==> src/rtl/phy_rx_framer_pkg.sv <==
// Shared symbol definitions for the receive framer: K-code values, FSM states
// and the symbol classifier used by the framing logic.
package phy_rx_framer_pkg;

  localparam logic [7:0] K_COM = 8'hbc;
  localparam logic [7:0] K_SKP = 8'h1c;
  localparam logic [7:0] K_STP = 8'hfb;
  localparam logic [7:0] K_SDP = 8'h5c;
  localparam logic [7:0] K_END = 8'hfd;
  localparam logic [7:0] K_IDL = 8'h7c;

  typedef enum logic [1:0] {
    S_IDLE,
    S_TLP,
    S_DLLP
  } state_e;

  typedef enum logic [2:0] {
    SYM_DATA,
    SYM_COM,
    SYM_SKP,
    SYM_STP,
    SYM_SDP,
    SYM_END,
    SYM_IDL
  } sym_e;

  // Anything that is not one of the six recognised K-codes is payload.
  function automatic sym_e classify(input logic [7:0] b);
    sym_e s;
    case (b)
      K_COM:   s = SYM_COM;
      K_SKP:   s = SYM_SKP;
      K_STP:   s = SYM_STP;
      K_SDP:   s = SYM_SDP;
      K_END:   s = SYM_END;
      K_IDL:   s = SYM_IDL;
      default: s = SYM_DATA;
    endcase
    return s;
  endfunction

endpackage

==> src/rtl/phy_rx_framer_if.sv <==
// Symbol input and framed-packet output bundle of the receive framer.
interface phy_rx_framer_if;
  logic       valid_in;
  logic [7:0] data_in;
  logic       pkt_valid;
  logic [7:0] pkt_data;
  logic       pkt_sop;
  logic       pkt_eop;
  logic       pkt_type;
  logic       pkt_abort;
  logic [7:0] control;
  logic       err;
  logic [7:0] skp_count;
  logic       link_idle;

  modport master (
    output valid_in, data_in,
    input  pkt_valid, pkt_data, pkt_sop, pkt_eop, pkt_type, pkt_abort,
    input  control, err, skp_count, link_idle
  );

  modport slave (
    input  valid_in, data_in,
    output pkt_valid, pkt_data, pkt_sop, pkt_eop, pkt_type, pkt_abort,
    output control, err, skp_count, link_idle
  );
endinterface

==> src/rtl/phy_rx_hold_reg.sv <==
// One-entry byte buffer that delays payload by one symbol so the byte before
// END can be tagged as end-of-packet.
module phy_rx_hold_reg (
  input  logic       clk_i,
  input  logic       rst_ni,
  input  logic       load_i,
  input  logic       flush_i,
  input  logic [7:0] data_i,
  output logic       full_o,
  output logic [7:0] data_o
);

  logic       full_q;
  logic [7:0] data_q;

  always_ff @(posedge clk_i or negedge rst_ni) begin
    if (!rst_ni) begin
      full_q <= 1'b0;
      data_q <= '0;
    end else if (load_i) begin
      full_q <= 1'b1;
      data_q <= data_i;
    end else if (flush_i) begin
      full_q <= 1'b0;
    end
  end

  assign full_o = full_q;
  assign data_o = data_q;

endmodule

==> src/rtl/phy_rx_framer.sv <==
// Receive framer: classifies symbols, strips fill, extracts STP/SDP..END frames
// and emits payload bytes with sop/eop/abort markers plus link status.
module phy_rx_framer
  import phy_rx_framer_pkg::*;
#(
  parameter int unsigned MAX_LEN = 16,
  parameter int unsigned LEN_W   = 5
) (
  input logic            clk_250k,
  input logic            reset_L,
  phy_rx_framer_if.slave rx
);

  state_e           state_q, state_d;
  logic [LEN_W-1:0] len_q, len_d;
  logic             first_q, first_d;
  logic             type_q, type_d;
  logic [7:0]       skp_q, skp_d;
  logic [2:0]       run_q, run_d;

  logic             pv_q, sop_q, eop_q, abort_q, err_q, idle_q;
  logic [7:0]       pd_q, ctl_q;

  logic             emit, emit_eop, abort_d, err_d, open_frame;
  logic [7:0]       ctl_d;
  logic             hold_load, hold_flush, hold_full;
  logic [7:0]       hold_data;
  sym_e             sym;

  phy_rx_hold_reg u_hold (
    .clk_i   (clk_250k),
    .rst_ni  (reset_L),
    .load_i  (hold_load),
    .flush_i (hold_flush),
    .data_i  (rx.data_in),
    .full_o  (hold_full),
    .data_o  (hold_data)
  );

  always_comb begin
    state_d    = state_q;
    len_d      = len_q;
    first_d    = first_q;
    type_d     = type_q;
    skp_d      = skp_q;
    run_d      = run_q;
    hold_load  = 1'b0;
    hold_flush = 1'b0;
    emit       = 1'b0;
    emit_eop   = 1'b0;
    abort_d    = 1'b0;
    err_d      = 1'b0;
    open_frame = 1'b0;
    ctl_d      = '0;
    sym        = classify(rx.data_in);

    if (rx.valid_in) begin
      ctl_d = (sym == SYM_DATA) ? 8'h00 : rx.data_in;

      if (sym == SYM_SKP && skp_q != 8'hff) skp_d = skp_q + 8'd1;

      if (sym == SYM_IDL) begin
        if (run_q != 3'd7) run_d = run_q + 3'd1;
      end else begin
        run_d = '0;
      end

      case (state_q)
        S_IDLE: begin
          case (sym)
            SYM_STP, SYM_SDP:  open_frame = 1'b1;
            SYM_DATA, SYM_END: err_d      = 1'b1;
            default: ;
          endcase
        end
        default: begin
          case (sym)
            SYM_DATA: begin
              // The overflowing byte and the still-held byte are both dropped.
              if (len_q == LEN_W'(MAX_LEN)) begin
                err_d      = 1'b1;
                abort_d    = ~first_q;
                hold_flush = 1'b1;
                state_d    = S_IDLE;
              end else begin
                len_d     = len_q + LEN_W'(1);
                hold_load = 1'b1;
                emit      = hold_full;
              end
            end
            SYM_END: begin
              if (len_q != '0) begin
                emit       = 1'b1;
                emit_eop   = 1'b1;
                hold_flush = 1'b1;
              end else begin
                err_d = 1'b1;
              end
              state_d = S_IDLE;
            end
            default: begin
              err_d      = 1'b1;
              abort_d    = ~first_q;
              hold_flush = 1'b1;
              state_d    = S_IDLE;
              open_frame = (sym == SYM_STP) || (sym == SYM_SDP);
            end
          endcase
        end
      endcase

      if (emit) first_d = 1'b0;

      if (open_frame) begin
        state_d = (sym == SYM_SDP) ? S_DLLP : S_TLP;
        len_d   = '0;
        first_d = 1'b1;
        type_d  = (sym == SYM_SDP);
      end
    end
  end

  always_ff @(posedge clk_250k or negedge reset_L) begin
    if (!reset_L) begin
      state_q <= S_IDLE;
      len_q   <= '0;
      first_q <= 1'b0;
      type_q  <= 1'b0;
      skp_q   <= '0;
      run_q   <= '0;
      pv_q    <= 1'b0;
      pd_q    <= '0;
      sop_q   <= 1'b0;
      eop_q   <= 1'b0;
      abort_q <= 1'b0;
      err_q   <= 1'b0;
      ctl_q   <= '0;
      idle_q  <= 1'b0;
    end else begin
      state_q <= state_d;
      len_q   <= len_d;
      first_q <= first_d;
      type_q  <= type_d;
      skp_q   <= skp_d;
      run_q   <= run_d;
      pv_q    <= emit;
      sop_q   <= emit & first_q;
      eop_q   <= emit_eop;
      abort_q <= abort_d;
      err_q   <= err_d;
      ctl_q   <= ctl_d;
      idle_q  <= (run_d >= 3'd4);
      if (emit) pd_q <= hold_data;
    end
  end

  assign rx.pkt_valid = pv_q;
  assign rx.pkt_data  = pd_q;
  assign rx.pkt_sop   = sop_q;
  assign rx.pkt_eop   = eop_q;
  assign rx.pkt_type  = type_q;
  assign rx.pkt_abort = abort_q;
  assign rx.control   = ctl_q;
  assign rx.err       = err_q;
  assign rx.skp_count = skp_q;
  assign rx.link_idle = idle_q;

endmodule

==> src/flat_wrapper.sv <==
// flat-port wrapper written by rule: the top's interface ports become plain ports
module phy_rx_framer_flat import phy_rx_framer_pkg::*;
#(
  parameter int unsigned MAX_LEN = 16,
  parameter int unsigned LEN_W   = 5
)
  (clk_250k, reset_L, rx_valid_in, rx_data_in, rx_pkt_valid, rx_pkt_data, rx_pkt_sop, rx_pkt_eop, rx_pkt_type, rx_pkt_abort, rx_control, rx_err, rx_skp_count, rx_link_idle);
  phy_rx_framer_if rx_i ();
  input logic clk_250k;
  input logic reset_L;
  input wire logic [$bits(rx_i.valid_in)-1:0] rx_valid_in;
  input wire logic [$bits(rx_i.data_in)-1:0] rx_data_in;
  output wire logic [$bits(rx_i.pkt_valid)-1:0] rx_pkt_valid;
  output wire logic [$bits(rx_i.pkt_data)-1:0] rx_pkt_data;
  output wire logic [$bits(rx_i.pkt_sop)-1:0] rx_pkt_sop;
  output wire logic [$bits(rx_i.pkt_eop)-1:0] rx_pkt_eop;
  output wire logic [$bits(rx_i.pkt_type)-1:0] rx_pkt_type;
  output wire logic [$bits(rx_i.pkt_abort)-1:0] rx_pkt_abort;
  output wire logic [$bits(rx_i.control)-1:0] rx_control;
  output wire logic [$bits(rx_i.err)-1:0] rx_err;
  output wire logic [$bits(rx_i.skp_count)-1:0] rx_skp_count;
  output wire logic [$bits(rx_i.link_idle)-1:0] rx_link_idle;
  assign rx_i.valid_in = rx_valid_in;
  assign rx_i.data_in = rx_data_in;
  assign rx_pkt_valid = rx_i.pkt_valid;
  assign rx_pkt_data = rx_i.pkt_data;
  assign rx_pkt_sop = rx_i.pkt_sop;
  assign rx_pkt_eop = rx_i.pkt_eop;
  assign rx_pkt_type = rx_i.pkt_type;
  assign rx_pkt_abort = rx_i.pkt_abort;
  assign rx_control = rx_i.control;
  assign rx_err = rx_i.err;
  assign rx_skp_count = rx_i.skp_count;
  assign rx_link_idle = rx_i.link_idle;
  phy_rx_framer #(.MAX_LEN(MAX_LEN), .LEN_W(LEN_W)) u_core (.clk_250k(clk_250k), .reset_L(reset_L), .rx(rx_i));
endmodule
==> config.mk <==
export PLATFORM = sky130hd
export DESIGN_NAME = phy_rx_framer_flat
export DESIGN_NICKNAME = d
export VERILOG_FILES = /design/src/rtl/phy_rx_framer_pkg.sv /design/src/rtl/phy_rx_framer_if.sv /design/src/rtl/phy_rx_hold_reg.sv /design/src/rtl/phy_rx_framer.sv /design/src/flat_wrapper.sv
export SDC_FILE = /design/constraint.sdc
export NUM_CORES = 1
export LEC_CHECK = 0
export ABC_AREA = 1
export CORE_MARGIN = 1
export CORE_UTILIZATION = 48
export CTS_CLUSTER_DIAMETER = 40
export CTS_CLUSTER_SIZE = 40
export DETAILED_ROUTE_END_ITERATION = 7
export HOLD_SLACK_MARGIN = 0.12
export PLACE_DENSITY = 0.84
export SYNTH_ARGS = -nofsm -noshare
export SYNTH_HDL_FRONTEND = slang
export SYNTH_HIERARCHICAL = 1
export SYNTH_SLANG_ARGS = --single-unit
==> constraint.sdc <==
create_clock -name clk_250k -period 1.3 [get_ports clk_250k]
set_input_delay 0.325 -clock clk_250k [delete_from_list [all_inputs] [get_ports clk_250k]]
set_output_delay 0.325 -clock clk_250k [all_outputs]
set_load 0.02 [all_outputs]
==> run_results.csv, run 1 <==
group,metric,value,unit
run_status,outcome,"finished, violations left",
run_status,violations,"negative setup slack",
final_layout,stdcell_count,462,
sta,hold_slack,254,ps
sta,slew_headroom,80.1,%
yosys,syn_nets,298,
critical_path,worstPathMaxFanout,9,
yosys,syn_area,0.00254,mm^2
clocking,path_clk_slew,90,ps
sta,worst_pin_slew,295,ps
final_layout,synthToLayoutAreaGrowth,57.7,%
sta,setup_viol,45,
global_route,grt_usage,26.3,%
final_layout,design_area,0.00401,mm^2
sta,fin_skew,5.79,ps
sta,layout_setup_ws,-261,ps
power_and_ir_drop,p_leak,0.00220,uW
sta,period_share,120,%
drt,wl_per_cell,20.2,um
power_and_ir_drop,p_per_area,1210,mW/mm^2
drt,drtIter0Drc,337,
final_layout,mostFrequentLayoutCells,"54 x nand2_1, 48 x dfrtp_1, 44 x buf_4",
clocking,clk_latency,310,ps
global_route,grt_overflow,0,
floorplan,die-area,0.00559,mm^2
place,gp_congestion,0.921,
clocking,cts_root_buf,"clkbuf_8",
place,place_area,0.00349,mm^2
final_layout,drive_gt1_share,60.7,%
floorplan,pin_count,42,
sta,fmax,641,MHz
critical_path,crit_arrival,1770,ps
yosys,synth_warnings,6,
drt,vias,2607,
sta,maxSlewViolCount,0,
floorplan,core_area,0.00511,mm^2
drt,wirelength,9.33,mm
global_route,grt_pass1_vias,2379,
clocking,cts.sinks,50,
critical_path,cp-end-kind,"flip-flop",
critical_path,crit_required,1510,ps
yosys,syn_area_per_cell,8.98,um^2
job,cap_violations,0,
floorplan,num_rows,26,
floorplan,die_x,74.7,um
clocking,cts_max_path_buffers,2,
place,placed_cells,438,
drt,drtAntennaViolNets,0,
place,io_buffers,41,
yosys,synth.distinct_cells,31,
power_and_ir_drop,ir_drop,0.00141,V
place,post-place-ws,-772,ps
global_route,grt_first_pass_wirelength,11.0,mm
sta,finalSetupTns,-5510,ps
sta,rsz0062_at_grt,"yes",
sta,hold_viol,0,
final_layout,antenna_cells,0,
drt,route.detailed.drc,0,
yosys,synth-seq-cells,50,
drt,vias_per_cell,5.64,
clocking,htree_num_levels,2,
place,dp.final_hpwl,4.45,mm
clocking,cts_made_buffers,5,
global_route,grt_max_degree,51,
min_path,min_path_type,"primary input to flip-flop",
critical_path,start_kind,"primary input",
drt,firstDrtPassIters,5,
final_layout,fin_nets,406,
yosys,syn_inst,283,
critical_path,crit_type,"primary input to flip-flop",
sta,finalCriticalPeriod,1560,ps
yosys,yosysSeqAreaShare,49.3,%
floorplan,start_util,49.7,%
global_route,antenna_found_initial,0,
floorplan,die_h,74.7,um
clocking,cts_tree,"built",
final_layout,final_common_cell,"nand2_1",
final timing paths:
kind                                             start                       to  slack, ps  cells after the start
worst max-delay path                     rx_data_in[6]  u_core/u_hold/data_o[6]       -260                     12
worst min-delay path                     rx_data_in[1]  u_core/u_hold/data_o[1]        250                      3
worst min register to register          u_core/first_q      u_core/rx.pkt_abort        480                      1
min in group asynchronous                      reset_L      u_core/rx.pkt_valid        530                      3
max in group asynchronous                      reset_L   u_core/rx.skp_count[1]        520                      3
worst max register to register  u_core/rx.skp_count[0]   u_core/rx.skp_count[1]       -190                      9
layout make-up:
class | count | area, um^2
Sequential cell | 50 | 1250
Multi-Input combinational cell | 197 | 1560
Fill cell | 277 | 1100
Tap cell | 70 | 87.6
Clock inverter | 3 | 40.0
Inverter | 33 | 169
Timing Repair Buffer | 104 | 825
Clock buffer | 5 | 68.8
flip-flops by register name (all words and copies together) (netlist names), named ones only:
signal	cells
u_core/rx.control	8
u_core/rx.pkt_data	8
u_core/rx.skp_count	8
u_core/u_hold/data_o	8
u_core/len_q	5
u_core/state_q	2
u_core/first_q	1
u_core/rx.err	1
u_core/rx.pkt_abort	1
u_core/rx.pkt_eop	1
u_core/rx.pkt_sop	1
u_core/rx.pkt_type	1
u_core/rx.pkt_valid	1
u_core/u_hold/full_o	1
layer usage:
layer	vias to the layer above	GRT usage, %	wire length, um
met5	-	0	0
met4	0	12.4	609
met3	63	5.09	664
met2	179	47.2	4700
met1	1270	30.2	3360
li1	1095	-	-
kinds of logic (layout without fill, tap and decap cells):
| kind of cell | Yosys count | after routing | share of synthesized area (%) |
|---|---|---|---|
| buf+inv | 37 | 145 | 6.50 |
| fa+ha+maj | 4 | 4 | 1.97 |
| compound gates | 9 | 9 | 2.66 |
| flops | 50 | 50 | 49.3 |
| xor+xnor | 11 | 11 | 3.79 |
| simple gates | 172 | 173 | 35.8 |
per-stage QoR:
stage	total power [uW]	utilization, %
floorplan	2750	-
detailed placement	3450	68.3
global route	5050	78.4
finish	4840	78.4
global placement	3370	68.3
CTS	4590	74.8
critical path: stages:
cell and delay (ps):
clkbuf_4 180, inv_4 50, nand2_1 150, nor2_2 100, nand2_4 100, nand3_4 90
nor2_4 200, nand2_8 90, nor2_4 210, inv_6 80, nand2_1 110, nand2_2 70
where the power goes:
group          internal, uW  total (uW)  leakage [uW]  switching (uW)
registers              1850        2070      0.000645             219
logic                   710        1680       0.00150             967
clock network           567        1090     0.0000579             522
cells in the mapped netlist (all sizes together):
cell	n	area (um^2)
nand4	9	71.3
inv	32	120
nor3	2	10.0
o22ai	1	6.26
clkinv	1	3.75
nor4	2	12.5
dfrtp	50	1250
xnor2	3	26.3
nand3	18	163
a21boi	1	11.3
nor2	25	143
buf	4	41.3
nand2	113	489
nand3b	2	15.0
xor2	8	70.1
o21ai	2	25.0
ha	4	50.1
and3	1	6.26
a21oi	5	25.0
repair_timing:
| item | 4_1_cts | 5_1_grt |
|---|---|---|
| endpoints found under the setup margin | 81 | 71 |
| gates cloned | 0 | 1 |
| endpoints found under the hold margin | 50 | 0 |
| hold buffers | 1 | 0 |
| pin swaps | 45 | 54 |
| resized for setup | 149 | 113 |
| setup buffers | 6 | 11 |
(Power assumes the default switching activity.)
==> run 2, diff against run 1 <==
- PLACE_DENSITY: 0.84 -> 0.75
==> run_results.csv, run 2 (same netlist as run 1, synthesis figures left out) <==
group,metric,value,unit
run_status,outcome,"finished, violations left",
run_status,violations,"negative setup slack",
sta,fmax,662,MHz
critical_path,critical_path.top_delay_family,"simple AND/OR/NAND/NOR gates",
power_and_ir_drop,p_leak,0.00217,uW
global_route,grt_pass1_vias,2329,
sta,period_share,116,%
job,cap_violations,0,
final_layout,antenna_cells,0,
drt,drtAntennaViolNets,0,
final_layout,fin_nets,402,
drt,vias,2303,
drt,firstDrtPassIters,4,
critical_path,crit_type,"flip-flop to flip-flop",
place,post-place-ws,-743,ps
sta,fin_skew,5.80,ps
drt,wirelength,7.08,mm
drt,route.detailed.drc,0,
final_layout,synthToLayoutAreaGrowth,55.4,%
global_route,grt_usage,25.8,%
floorplan,core_area,0.00511,mm^2
final_layout,drive_gt1_share,57.0,%
min_path,min_path_type,"primary input to flip-flop",
place,io_buffers,41,
power_and_ir_drop,swShare,33.9,%
floorplan,num_rows,26,
place,dp.final_hpwl,4.10,mm
floorplan,die_x,74.7,um
critical_path,crit_arrival,1710,ps
clocking,htree_num_levels,2,
critical_path,slowest_stage,"dfrtp_1",
sta,rsz0062_at_grt,"yes",
sta,hold_slack,304,ps
sta,worst_pin_slew,280,ps
critical_path,crit_chain,"inv_2, ha_4, nand4_1, buf_6, nand2_4, nor2_4, buf_6, inv_6, nand2_1, nand2_2",
final_layout,fin_util,77.3,%
sta,setup_viol,34,
sta,finalCriticalPeriod,1510,ps
clocking,cts_made_buffers,5,
critical_path,crit_required,1500,ps
global_route,grt_first_pass_wirelength,10.9,mm
floorplan,die_h,74.7,um
drt,vias_per_cell,5.03,
power_and_ir_drop,pwr-share-comb,32.7,%
critical_path,crit_path_frequent_cell,"buf_6",
clocking,cts.sinks,50,
critical_path,worstPathMaxFanout,4,
critical_path,max_stage_delay,370,ps
floorplan,die-area,0.00559,mm^2
drt,wl_per_cell,15.5,um
sta,slew_headroom,81.3,%
clocking,path_clk_slew,90,ps
sta,layout_setup_ws,-212,ps
critical_path,start_kind,"flip-flop",
power_and_ir_drop,clkPwrFrac,22.9,%
power_and_ir_drop,netSwitchingPower,1600,uW
global_route,grt_max_degree,51,
clocking,cts_max_path_buffers,2,
final_layout,filler_cell_count,340,
power_and_ir_drop,p_per_area,1190,mW/mm^2
place,gp_congestion,0.895,
final_layout,final_common_cell,"nand2_1",
final_layout,mostFrequentLayoutCells,"53 x nand2_1, 48 x dfrtp_1, 40 x buf_4",
power_and_ir_drop,pwr-share-seq,44.5,%
power_and_ir_drop,ir_drop,0.000989,V
global_route,grt_overflow,0,
power_and_ir_drop,internal-power,3110,uW
floorplan,pin_count,42,
sta,maxSlewViolCount,0,
sta,hold_viol,0,
clocking,cts_tree,"built",
critical_path,critical_path_buf_inv_count,4,
power_and_ir_drop,finalPower,4710,uW
clocking,cts_root_buf,"clkbuf_8",
sta,finalSetupTns,-3480,ps
drt,drtIter0Drc,143,
critical_path,cp-end-kind,"flip-flop",
global_route,antenna_found_initial,0,
clocking,clk_latency,300,ps
floorplan,start_util,49.7,%
[run 2: per-stage QoR]
stage                     cells  area, um^2
after floorplan             283        2670
after global placement      432        3460
after detailed placement    432        3460
after CTS                   458        3930
after global routing        458        3950
final                       458        3950
[run 2: timing repair]
action                     4_1_cts  5_1_grt
hold buffers                     1        0
hold endpoints to repair        50        0
setup endpoints to repair       81       63
buffers inserted                15        3
resized for setup              181       70
pin swaps                       51       30
cloned                           4        0
[run 2: worst paths after layout]
path | end | from | slack [ps] | depth (start not counted)
setup / recovery | u_core/u_hold/data_o[4] | u_core/len_q[0] | -210 | 10
hold / removal | u_core/u_hold/data_o[2] | rx_data_in[2] | 300 | 3
setup reg to reg | u_core/u_hold/data_o[4] | u_core/len_q[0] | -210 | 10
hold reg to reg | u_core/rx.pkt_type | u_core/rx.pkt_type | 490 | 2
max in group asynchronous | u_core/rx.skp_count[0] | reset_L | 520 | 3
min in group asynchronous | u_core/len_q[0] | reset_L | 510 | 3
[run 2: final cells by class]
class / instances / area (um^2) / share of cell area, %
multi-input cells: 196 / 1550 / 39.2
repair buffers: 100 / 781 / 19.8
repair inverters: 1 / 8.76 / 0.222
clock inverters: 1 / 30.0 / 0.761
clock buffers: 7 / 76.3 / 1.93
inverters: 33 / 164 / 4.15
flip-flops and latches: 50 / 1250 / 31.8
well taps: 70 / 87.6 / 2.22
[run 2: worst reg2reg max path: stages (launching register included)]
cell	delay, ps
dfrtp_1	370
inv_2	60
ha_4	150
nand4_1	90
buf_6	150
nand2_4	70
nor2_4	130
buf_6	160
inv_6	50
nand2_1	100
nand2_2	70
[run 2: metal layers]
layer  wire [um]  vias to the layer above  GRT usage (%)
met3         232                       18           4.69
li1            -                     1089              -
met1        2850                     1144           30.1
met4         167                        0           9.01
met2        3830                       52           47.5
met5           0                        -              0
[run 2: power groups by stage]
stage	Sequential, uW	Combinational (uW)	Clock, uW
6_report	2090	1540	1080
3_5_place_dp	2060	1290	0
4_1_cts	2040	1430	1090
2_1_floorplan	2200	551	0
5_1_grt	2130	1670	1150
3_3_place_gp	2050	1240	0
